===== config.mk =====
export PLATFORM = sky130hd
export DESIGN_NAME = nfc_command_dispatcher
export DESIGN_NICKNAME = d
export VERILOG_FILES = /design/src/rtl/nfc_command_dispatcher.sv
export SDC_FILE = /design/constraint.sdc
export NUM_CORES = 1
export LEC_CHECK = 0
export BUFFER_PORTS_ARGS = -buffer_cell sky130_fd_sc_hd__buf_2
export CAP_MARGIN = 20
export CORE_AREA = 10 10 191 193
export DETAILED_ROUTE_END_ITERATION = 8
export DIE_AREA = 0 0 201 203
export PLACE_DENSITY_LB_ADDON = 0.1
export SYNTH_ARGS = -nofsm -noshare
export SYNTH_HDL_FRONTEND = slang
export SYNTH_SLANG_ARGS = --single-unit

===== constraint.sdc =====
create_clock -name iSystemClock -period 2.01 [get_ports iSystemClock]
set_clock_uncertainty 0.1 [all_clocks]
set_input_delay 0.3015 -clock iSystemClock [delete_from_list [all_inputs] [get_ports iSystemClock]]
set_output_delay 0.3015 -clock iSystemClock [all_outputs]
set_load 0.03 [all_outputs]

===== src/rtl/nfc_command_dispatcher.sv =====
// nfc_command_dispatcher
//
// Shares the single atomic-command-generator (ACG) port between NumOfCommands
// command sequencers. The sequencer whose iSeqStart is set while idle (lowest
// index wins) is latched as owner. It keeps the ACG bus until it reports its
// last step. A one-cycle release state follows, then the dispatcher is ready
// for the next command.
//
// Ports:
//   iSystemClock, iReset     clock, synchronous active-high reset
//   iCMDValid / oCMDReady    host command handshake (valid is broadcast)
//   iSeqStart, iSeqLastStep  per-sequencer start / last-step strobes
//   iSeqACG_*                per-sequencer flattened ACG requests (slot k)
//   oSeqACG_*                ACG returns, gated to the owner slot only
//   oACG_*, iACG_*           the shared ACG port
//   oGrant                   one-hot owner, zero when no owner
//   oLastStep                one-cycle completion pulse
//   oConflict                one-cycle pulse: several starts at grant time
//   oUnknownCmd              one-cycle pulse: valid command nobody decoded
//   oTimeout                 sticky watchdog flag, cleared by the next grant
module nfc_command_dispatcher #(
  parameter int unsigned NumberOfWays  = 4,
  parameter int unsigned NumOfCommands = 4,
  parameter int unsigned TimeoutWidth  = 20
) (
  input  logic                                  iSystemClock,
  input  logic                                  iReset,
  input  logic                                  iCMDValid,
  output logic                                  oCMDReady,
  input  logic [NumOfCommands-1:0]              iSeqStart,
  input  logic [NumOfCommands-1:0]              iSeqLastStep,
  input  logic [8*NumOfCommands-1:0]            iSeqACG_Command,
  input  logic [3*NumOfCommands-1:0]            iSeqACG_CommandOption,
  input  logic [NumberOfWays*NumOfCommands-1:0] iSeqACG_TargetWay,
  input  logic [16*NumOfCommands-1:0]           iSeqACG_NumOfData,
  input  logic [NumOfCommands-1:0]              iSeqACG_CASelect,
  input  logic [40*NumOfCommands-1:0]           iSeqACG_CAData,
  input  logic [16*NumOfCommands-1:0]           iSeqACG_WriteData,
  input  logic [NumOfCommands-1:0]              iSeqACG_WriteLast,
  input  logic [NumOfCommands-1:0]              iSeqACG_WriteValid,
  output logic [8*NumOfCommands-1:0]            oSeqACG_LastStep,
  output logic [NumOfCommands-1:0]              oSeqACG_WriteReady,
  output logic [7:0]                            oACG_Command,
  output logic [2:0]                            oACG_CommandOption,
  output logic [NumberOfWays-1:0]               oACG_TargetWay,
  output logic [15:0]                           oACG_NumOfData,
  output logic                                  oACG_CASelect,
  output logic [39:0]                           oACG_CAData,
  output logic [15:0]                           oACG_WriteData,
  output logic                                  oACG_WriteLast,
  output logic                                  oACG_WriteValid,
  input  logic [7:0]                            iACG_LastStep,
  input  logic                                  iACG_WriteReady,
  output logic [NumOfCommands-1:0]              oGrant,
  output logic                                  oLastStep,
  output logic                                  oConflict,
  output logic                                  oUnknownCmd,
  output logic                                  oTimeout
);

  typedef enum logic [1:0] {
    StIdle    = 2'd0,
    StBusy    = 2'd1,
    StRelease = 2'd2
  } state_e;

  localparam logic [TimeoutWidth-1:0] CounterMax = '1;

  state_e                    rState, wNextState;
  logic [NumOfCommands-1:0]  rGrant, wNextGrant;
  logic [TimeoutWidth-1:0]   rCounter, wNextCounter;
  logic                      rLastStep, wNextLastStep;
  logic                      rConflict, wNextConflict;
  logic                      rUnknownCmd, wNextUnknownCmd;
  logic                      rTimeout, wNextTimeout;

  logic [NumOfCommands-1:0]  wLowestStart;
  logic                      wMultiStart;
  logic                      wOwnerLastStep;

  // x & -x isolates the lowest set bit; x & (x-1) is non-zero for two or more bits.
  assign wLowestStart   = iSeqStart & (~iSeqStart + NumOfCommands'(1));
  assign wMultiStart    = |(iSeqStart & (iSeqStart - NumOfCommands'(1)));
  assign wOwnerLastStep = |(iSeqLastStep & rGrant);

  always_ff @(posedge iSystemClock) begin
    if (iReset) begin
      rState      <= StIdle;
      rGrant      <= '0;
      rCounter    <= '0;
      rLastStep   <= 1'b0;
      rConflict   <= 1'b0;
      rUnknownCmd <= 1'b0;
      rTimeout    <= 1'b0;
    end else begin
      rState      <= wNextState;
      rGrant      <= wNextGrant;
      rCounter    <= wNextCounter;
      rLastStep   <= wNextLastStep;
      rConflict   <= wNextConflict;
      rUnknownCmd <= wNextUnknownCmd;
      rTimeout    <= wNextTimeout;
    end
  end

  always_comb begin
    wNextState      = rState;
    wNextGrant      = rGrant;
    wNextCounter    = rCounter;
    wNextLastStep   = 1'b0;
    wNextConflict   = 1'b0;
    wNextUnknownCmd = 1'b0;
    wNextTimeout    = rTimeout;
    unique case (rState)
      StIdle: begin
        if (|iSeqStart) begin
          wNextState    = StBusy;
          wNextGrant    = wLowestStart;
          wNextCounter  = '0;
          wNextTimeout  = 1'b0;
          wNextConflict = wMultiStart;
        end else if (iCMDValid) begin
          wNextUnknownCmd = 1'b1;
        end
      end
      StBusy: begin
        // Saturating watchdog; the flag rises on the edge the counter hits all-ones.
        if (rCounter != CounterMax) begin
          wNextCounter = rCounter + TimeoutWidth'(1);
        end
        if (wNextCounter == CounterMax) begin
          wNextTimeout = 1'b1;
        end
        if (wOwnerLastStep) begin
          wNextState    = StRelease;
          wNextGrant    = '0;
          wNextLastStep = 1'b1;
        end
      end
      StRelease: begin
        // Gives the finished sequencer a cycle to return to ready before any new grant.
        wNextState = StIdle;
        wNextGrant = '0;
      end
      default: begin
        wNextState = StIdle;
        wNextGrant = '0;
      end
    endcase
  end

  assign oCMDReady   = (rState == StIdle);
  assign oGrant      = rGrant;
  assign oLastStep   = rLastStep;
  assign oConflict   = rConflict;
  assign oUnknownCmd = rUnknownCmd;
  assign oTimeout    = rTimeout;

  // ACG request mux; rGrant is one-hot or zero, so at most one slot matches.
  always_comb begin
    oACG_Command       = '0;
    oACG_CommandOption = '0;
    oACG_TargetWay     = '0;
    oACG_NumOfData     = '0;
    oACG_CASelect      = 1'b1;
    oACG_CAData        = '0;
    oACG_WriteData     = '0;
    oACG_WriteLast     = 1'b0;
    oACG_WriteValid    = 1'b0;
    for (int k = 0; k < NumOfCommands; k++) begin
      if (rGrant[k]) begin
        oACG_Command       = iSeqACG_Command[8*k +: 8];
        oACG_CommandOption = iSeqACG_CommandOption[3*k +: 3];
        oACG_TargetWay     = iSeqACG_TargetWay[NumberOfWays*k +: NumberOfWays];
        oACG_NumOfData     = iSeqACG_NumOfData[16*k +: 16];
        oACG_CASelect      = iSeqACG_CASelect[k];
        oACG_CAData        = iSeqACG_CAData[40*k +: 40];
        oACG_WriteData     = iSeqACG_WriteData[16*k +: 16];
        oACG_WriteLast     = iSeqACG_WriteLast[k];
        oACG_WriteValid    = iSeqACG_WriteValid[k];
      end
    end
  end

  // ACG returns reach only the owner.
  always_comb begin
    oSeqACG_LastStep = '0;
    for (int k = 0; k < NumOfCommands; k++) begin
      if (rGrant[k]) begin
        oSeqACG_LastStep[8*k +: 8] = iACG_LastStep;
      end
    end
  end

  assign oSeqACG_WriteReady = rGrant & {NumOfCommands{iACG_WriteReady}};

endmodule


### Word-level counts from Yosys, hierarchy flattened

Index checks and enable logic that the tools add are counted.

| operators by class | value |
|---|---|
| add/sub/neg operators | 3 |
| mux-type cells | 55 |
| bitwise gates (word level) | 8 |
| reduce and logical (&&, ||, !) cells | 11 |
| equality and inequality tests | 6 |

Operators by type and width:

| operator | number |
|---|---|
| 40-bit 2-to-1 mux | 4 |
| 16-bit 2-to-1 mux | 8 |
| 8-bit 2-to-1 mux | 8 |
| 20-bit 2-to-1 mux | 3 |
| 20-bit case mux with 2 select lines | 1 |
| 4-bit 2-to-1 mux | 6 |
| 20-bit by 1-bit adder with 20-bit output, second input constant | 1 |
| 20-bit == test, second input constant | 1 |
| 20-bit != test, second input constant | 1 |
| 4-bit bitwise AND | 4 |
| 1-bit 2-to-1 mux | 16 |
| 3-bit 2-to-1 mux | 4 |
| 4-bit OR reduction | 3 |
| 4-bit case mux with 2 select lines | 1 |
| 6-bit OR reduction | 1 |
| 4-bit by 1-bit adder with 4-bit output, second input constant | 1 |
| 2-bit 2-to-1 mux | 2 |
| 2-bit != test, second input constant | 2 |
| 4-bit NOT | 1 |
| 2-bit case mux with 2 select lines | 1 |
| 2-bit AND reduction | 2 |
| 4-bit by 1-bit subtractor with 4-bit output, second input constant | 1 |
| 1-bit NOT | 3 |
| 3-bit AND reduction | 1 |
| other kinds (7) | 7 |

| storage, ports and cells | value |
|---|---|
| output and inout bits | 135 |
| bits in registers | 30 |
| word-level logic and storage cells | 90 |
| input port bits | 380 |

### Depth between registers and ports, before layout

| depth | value |
|---|---|
| word-level depth | 6 |
| mapped depth | 8 |
| mapped depth without buffers | 7 |

### Least setup slack after synthesis

No wires, ideal clock.

| timing path | value |
|---|---|
| kind | flip-flop to output port |
| from | register rGrant[2], in the netlist oGrant[2] |
| to | output oACG_CAData[39] |
| stages on the path, launching flop included | 6 |
| required time | 1.609 ns |
| buffers on the path | 3 |
| setup slack | -0.527 ns |
| arrival | 2.135 ns |
| cell sequence | dfxtp_1 > clkbuf_1 > clkbuf_1 > clkbuf_1 > a21oi_1 > o21ai_0 |

| on the way | value |
|---|---|
| longest elaborated chain between the ends | 2 |

Ends and longest elaborated chain:

| element | RTL line | RTL |
|---|---|---|
| from (decl) | 70 | `logic [NumOfCommands-1:0] rGrant, wNextGrant;` |
| from (signal assigned) | 97 | `rGrant <= wNextGrant;` |
| 40-bit 2-to-1 mux (2 in series) | 171 | `if (rGrant[k]) begin` |
| to (decl) | 48 | `output logic [39:0] oACG_CAData,` |

No other way between the ends.

### Worst setup path in the final report

| timing path | value |
|---|---|
| from | register rGrant[1], in the netlist oGrant[1] |
| to | output oACG_WriteData[3] |

| on the way | value |
|---|---|
| longest elaborated chain between the ends | 3 |

Ends and longest elaborated chain:

| element | RTL line | RTL |
|---|---|---|
| 16-bit 2-to-1 mux (3 in series) | 171 |  |
| to (decl) | 49 | `output logic [15:0] oACG_WriteData,` |

No other way between the ends.

==> reports/qor.csv <==
stage,metric,value,unit
detailed_routing,first_iter_violations,346,
detailed_routing,via_per_inst,4.52,
setup_path,endpoint_kind,output port,
sta,fmax,467,MHz
clocking,clockBufferDepth,2,
sta,setup_ws,-0.132,ns
detailed_routing,ant_nets,0,
final_layout,fin_cells,1762,
final_layout,fin_nets,1694,
power_and_ir_drop,peakVddDrop,0.296,mV
synthesis,synth-compound-area-share,46.2,%
sta,rsz0062_at_grt,yes,
place,dp_cells,1738,
final_layout,final-seq-area,617,um^2
place,place_congestion,0.881,
global_routing,grt.overflow.total,0,
global_routing,track_usage,17.6,%
global_routing,grt_first_pass_wirelength,55000,um
synthesis,synth_top_flop_cell,dfxtp_1,
die,die_area,40800,um^2
die,start_util,13.8,%
synthesis,synth-simple-area-share,31.5,%
hold_path,hold_depth,3,
clocking,cts_tree,built,
setup_path,path_max_fanout,14,
detailed_routing,drc,0,
sta,fin_tns_setup,-2.93,ns
synthesis,synth_top_area_share,15.7,%
clocking,htree_levels,2,
global_routing,grt_max_degree,39,
global_routing,antenna_found_initial,10,
synthesis,synth_mux_area_share,0.223,%
final_layout,layout.filler_cells,3674,
hold_path,holdCritStartpoint,iCMDValid,
synthesis,synth_cells,770,
hold_path,hp-class,input port to flip-flop,
synthesis,yosysSeqAreaShare,13.4,%
synthesis,yosysUniqueCellTypes,58,
sta,max-slew-margin-rel,67.5,%
setup_path,reg2reg_from,rCounter[1],
synthesis,synth_xor_area_share,0.195,%
setup_path,worst_path_most_repeated_cell,buf_12,
detailed_routing,dr.pass1.iters,5,
setup_path,rrSetupSlack,0.07,ns
synthesis,synth.ff_latch_count,30,
hold_path,hold_path_end,oUnknownCmd,
sta,hold_viol,0,
clocking,cts_root_buf,clkbuf_16,
setup_path,critical_path_class,flip-flop to output port,
sta,maxSlewViolCount,0,
synthesis,yosysTopAreaCell,a22oi_1,
sta,min_period,2.14,ns
sta,timing_worst_slew_pin_value,0.485,ns
die,die_h,203,um
clocking,path_clk_slew,0.05,ns
synthesis,synth.yosys.warnings,0,
setup_path,crit_chain,nor2b_4 > buf_12 > buf_12 > a22oi_1 > nor2_1 > a21oi_1 > o21ai_2 > buf_6,
synthesis,synthTopCellsByArea,"a22oi_1 16%, dfxtp_1 13%, o21ai_0 12%, a21oi_1 12%, nor2_1 9.7%",
clocking,clock-sinks,30,
global_routing,grt_pass1_vias,8040,
power_and_ir_drop,p_per_area,384,nW/um^2
clocking,clk_latency,0.27,ns
setup_path,critPathRequiredTime,1.61,ns
synthesis,syn_area,4480,um^2
setup_path,max_stage_delay,0.37,ns
setup_path,rr_endpoint,oTimeout,
synthesis,synth_enable_flop_cells,0,
clocking,ctsHoldBuffers,0,
final_layout,syn_to_final_growth,110,%
clocking,numCtsBuffers,5,
detailed_routing,post_drt_wl_per_cell,22.2,um
die,die_width,201,um
outcome,outcome,finished with violations,
place,numPortBuffers,514,
final_layout,multiInputGateArea,4020,um^2
setup_path,crit_path_start_kind,flip-flop,
power_and_ir_drop,cellLeakagePower,4.52,nW
synthesis,async_flop_share,0,%
die,core.rowCount,66,
setup_path,cp_data_arrival_time,1.74,ns
job,cap_violations,0,
place,dp_hpwl,33100,um
synthesis,synth_top_family_by_area,compound AO/OA/AOI/OAI gates,
synthesis,synth_nets,1151,
sta,setup_viol,70,
die,coreArea,32500,um^2
sta,fin_crit_sh,107,%
final_layout,drive_above_1_share,58.8,%
setup_path,reg2reg_depth,7,
setup_path,cp_slowest_cell,dfxtp_4,
outcome,violations,setup timing,
synthesis,synthAdderAreaFrac,0.503,%
die,ioPinCount,515,
detailed_routing,finalWirelength,39200,um
synthesis,synth_area_per_cell,5.82,um^2
detailed_routing,via_count,7968,
-- cell usage in the layout (no fill, tap or decap), types with 3 or more instances in the layout --
master | synthesis | final
nor3_1 | 5 | 5
inv_1 | 12 | 12
nand2_1 | 104 | 104
dfxtp_1 | 30 | 23
nor2_2 | 1 | 5
buf_2 | 3 | 424
nor4_1 | 3 | 3
a41oi_1 | 4 | 4
buf_4 | 3 | 108
and2_2 | 0 | 9
nor2_1 | 116 | 112
clkbuf_16 | 0 | 6
a22oi_2 | 0 | 9
nand2b_1 | 3 | 3
o21ai_2 | 0 | 88
or3_1 | 3 | 3
a311oi_1 | 6 | 6
dfxtp_2 | 0 | 4
a31oi_1 | 7 | 7
dfxtp_4 | 0 | 3
a21oi_2 | 0 | 14
buf_12 | 0 | 10
o21ai_0 | 107 | 18
buf_6 | 1 | 66
a22oi_1 | 94 | 85
and2_1 | 38 | 29
diode_2 | 0 | 6
a21oi_1 | 103 | 89
nand4_1 | 7 | 7
-- worst max-delay path: cells and delay by family, from the launching register on --
family,cells,cell delay [ns]
buffers and inverters,3,0.50
and+or+nand+nor,2,0.23
DFF,1,0.37
AOI/OAI and AO/OA,3,0.35
-- how the worst max path moves through the flow --
stage	from	end	slack [ns]	depth (start not counted)
finish	oGrant[1]	oACG_WriteData[3]	-0.13	8
floorplan	oGrant[3]	oACG_CAData[39]	-0.12	5
CTS	oGrant[1]	oACG_WriteData[7]	-0.15	8
global placement	iSeqStart[0]	oTimeout	-0.03	7
detailed placement	iSeqStart[0]	oTimeout	-0.02	7
global route	oGrant[1]	oACG_WriteData[12]	-0.20	8
-- synthesized netlist by cell type (all sizes together), types with 2 or more instances --
cell	instances
nand2	105
and4	3
clkbuf	61
buf	16
a221oi	2
a21o	2
nor3	8
nor2b	3
a211oi	3
nor4	4
inv	12
a22oi	94
dfxtp	30
nand4	9
or3	4
and3	2
and2	38
a31oi	7
nand3	5
a21oi	103
o21ai	108
o211ai	2
nor2	117
a311oi	6
or4	2
a22o	2
nand2b	3
a41oi	4
-- flip-flops by register name (all words and copies together), names as in the netlist --
register,count
rState,2
oGrant,4
rCounter,20
oUnknownCmd,1
oConflict,1
oLastStep,1
oTimeout,1
-- cell families after synthesis --
| kind of cell | after synthesis |
|---|---|
| flops | 30 |
| compound gates | 343 |
| fa+ha+maj | 2 |
| mux | 1 |
| buf+inv | 89 |
| xor+xnor | 1 |
| simple gates | 304 |
-- cell type report --
| cell class | instances | area share (%) |
|---|---|---|
| Inverter | 12 | 0.479 |
| Tap cell | 442 | 5.88 |
| Antenna cell | 6 | 0.160 |
| Clock buffer | 6 | 1.48 |
| Timing Repair Buffer | 613 | 42.6 |
| Sequential cell | 30 | 6.56 |
| Clock inverter | 2 | 0.133 |
| Multi-Input combinational cell | 651 | 42.8 |
-- layer usage --
metal / track usage [%] / wire [um] / part of all wire (%)
met1: 18.8 / 15200 / 39
met2: 32.1 / 19900 / 51
met3: 6.53 / 3500 / 8.9
met4: 4.27 / 595 / 1.5
met5: 0 / 29 / 0.074
-- power by group --
| group | switching (mW) | internal (mW) |
|---|---|---|
| logic | 1.24 | 0.976 |
| clock network | 0.287 | 0.490 |
| registers | 0.0122 | 0.605 |
-- per-stage QoR --
step | setup slack, ns | instance area (um^2) | util, % | hold slack [ns] | power, mW
2_1_floorplan | -0.120 | 4860 | - | 0.319 | 1.66
4_1_cts | -0.149 | 9100 | 28.1 | 0.148 | 3.56
3_3_place_gp | -0.0309 | 8470 | 26.1 | 0.409 | 2.57
6_report | -0.132 | 9410 | 29.0 | 0.146 | 3.61
5_1_grt | -0.198 | 9410 | 29.0 | 0.157 | 3.83
3_5_place_dp | -0.0195 | 8470 | 26.1 | 0.403 | 2.57
-- timing repair --
item / in CTS / in global routing
pin swaps: 2 / 3
gates resized for setup: 124 / 91
setup endpoints to repair: 87 / 98
buffers inserted: 5 / 2
hold endpoints to repair: 0 / 0
cloned: 2 / 1
Note: power is estimated with default switching activity, not from simulation.
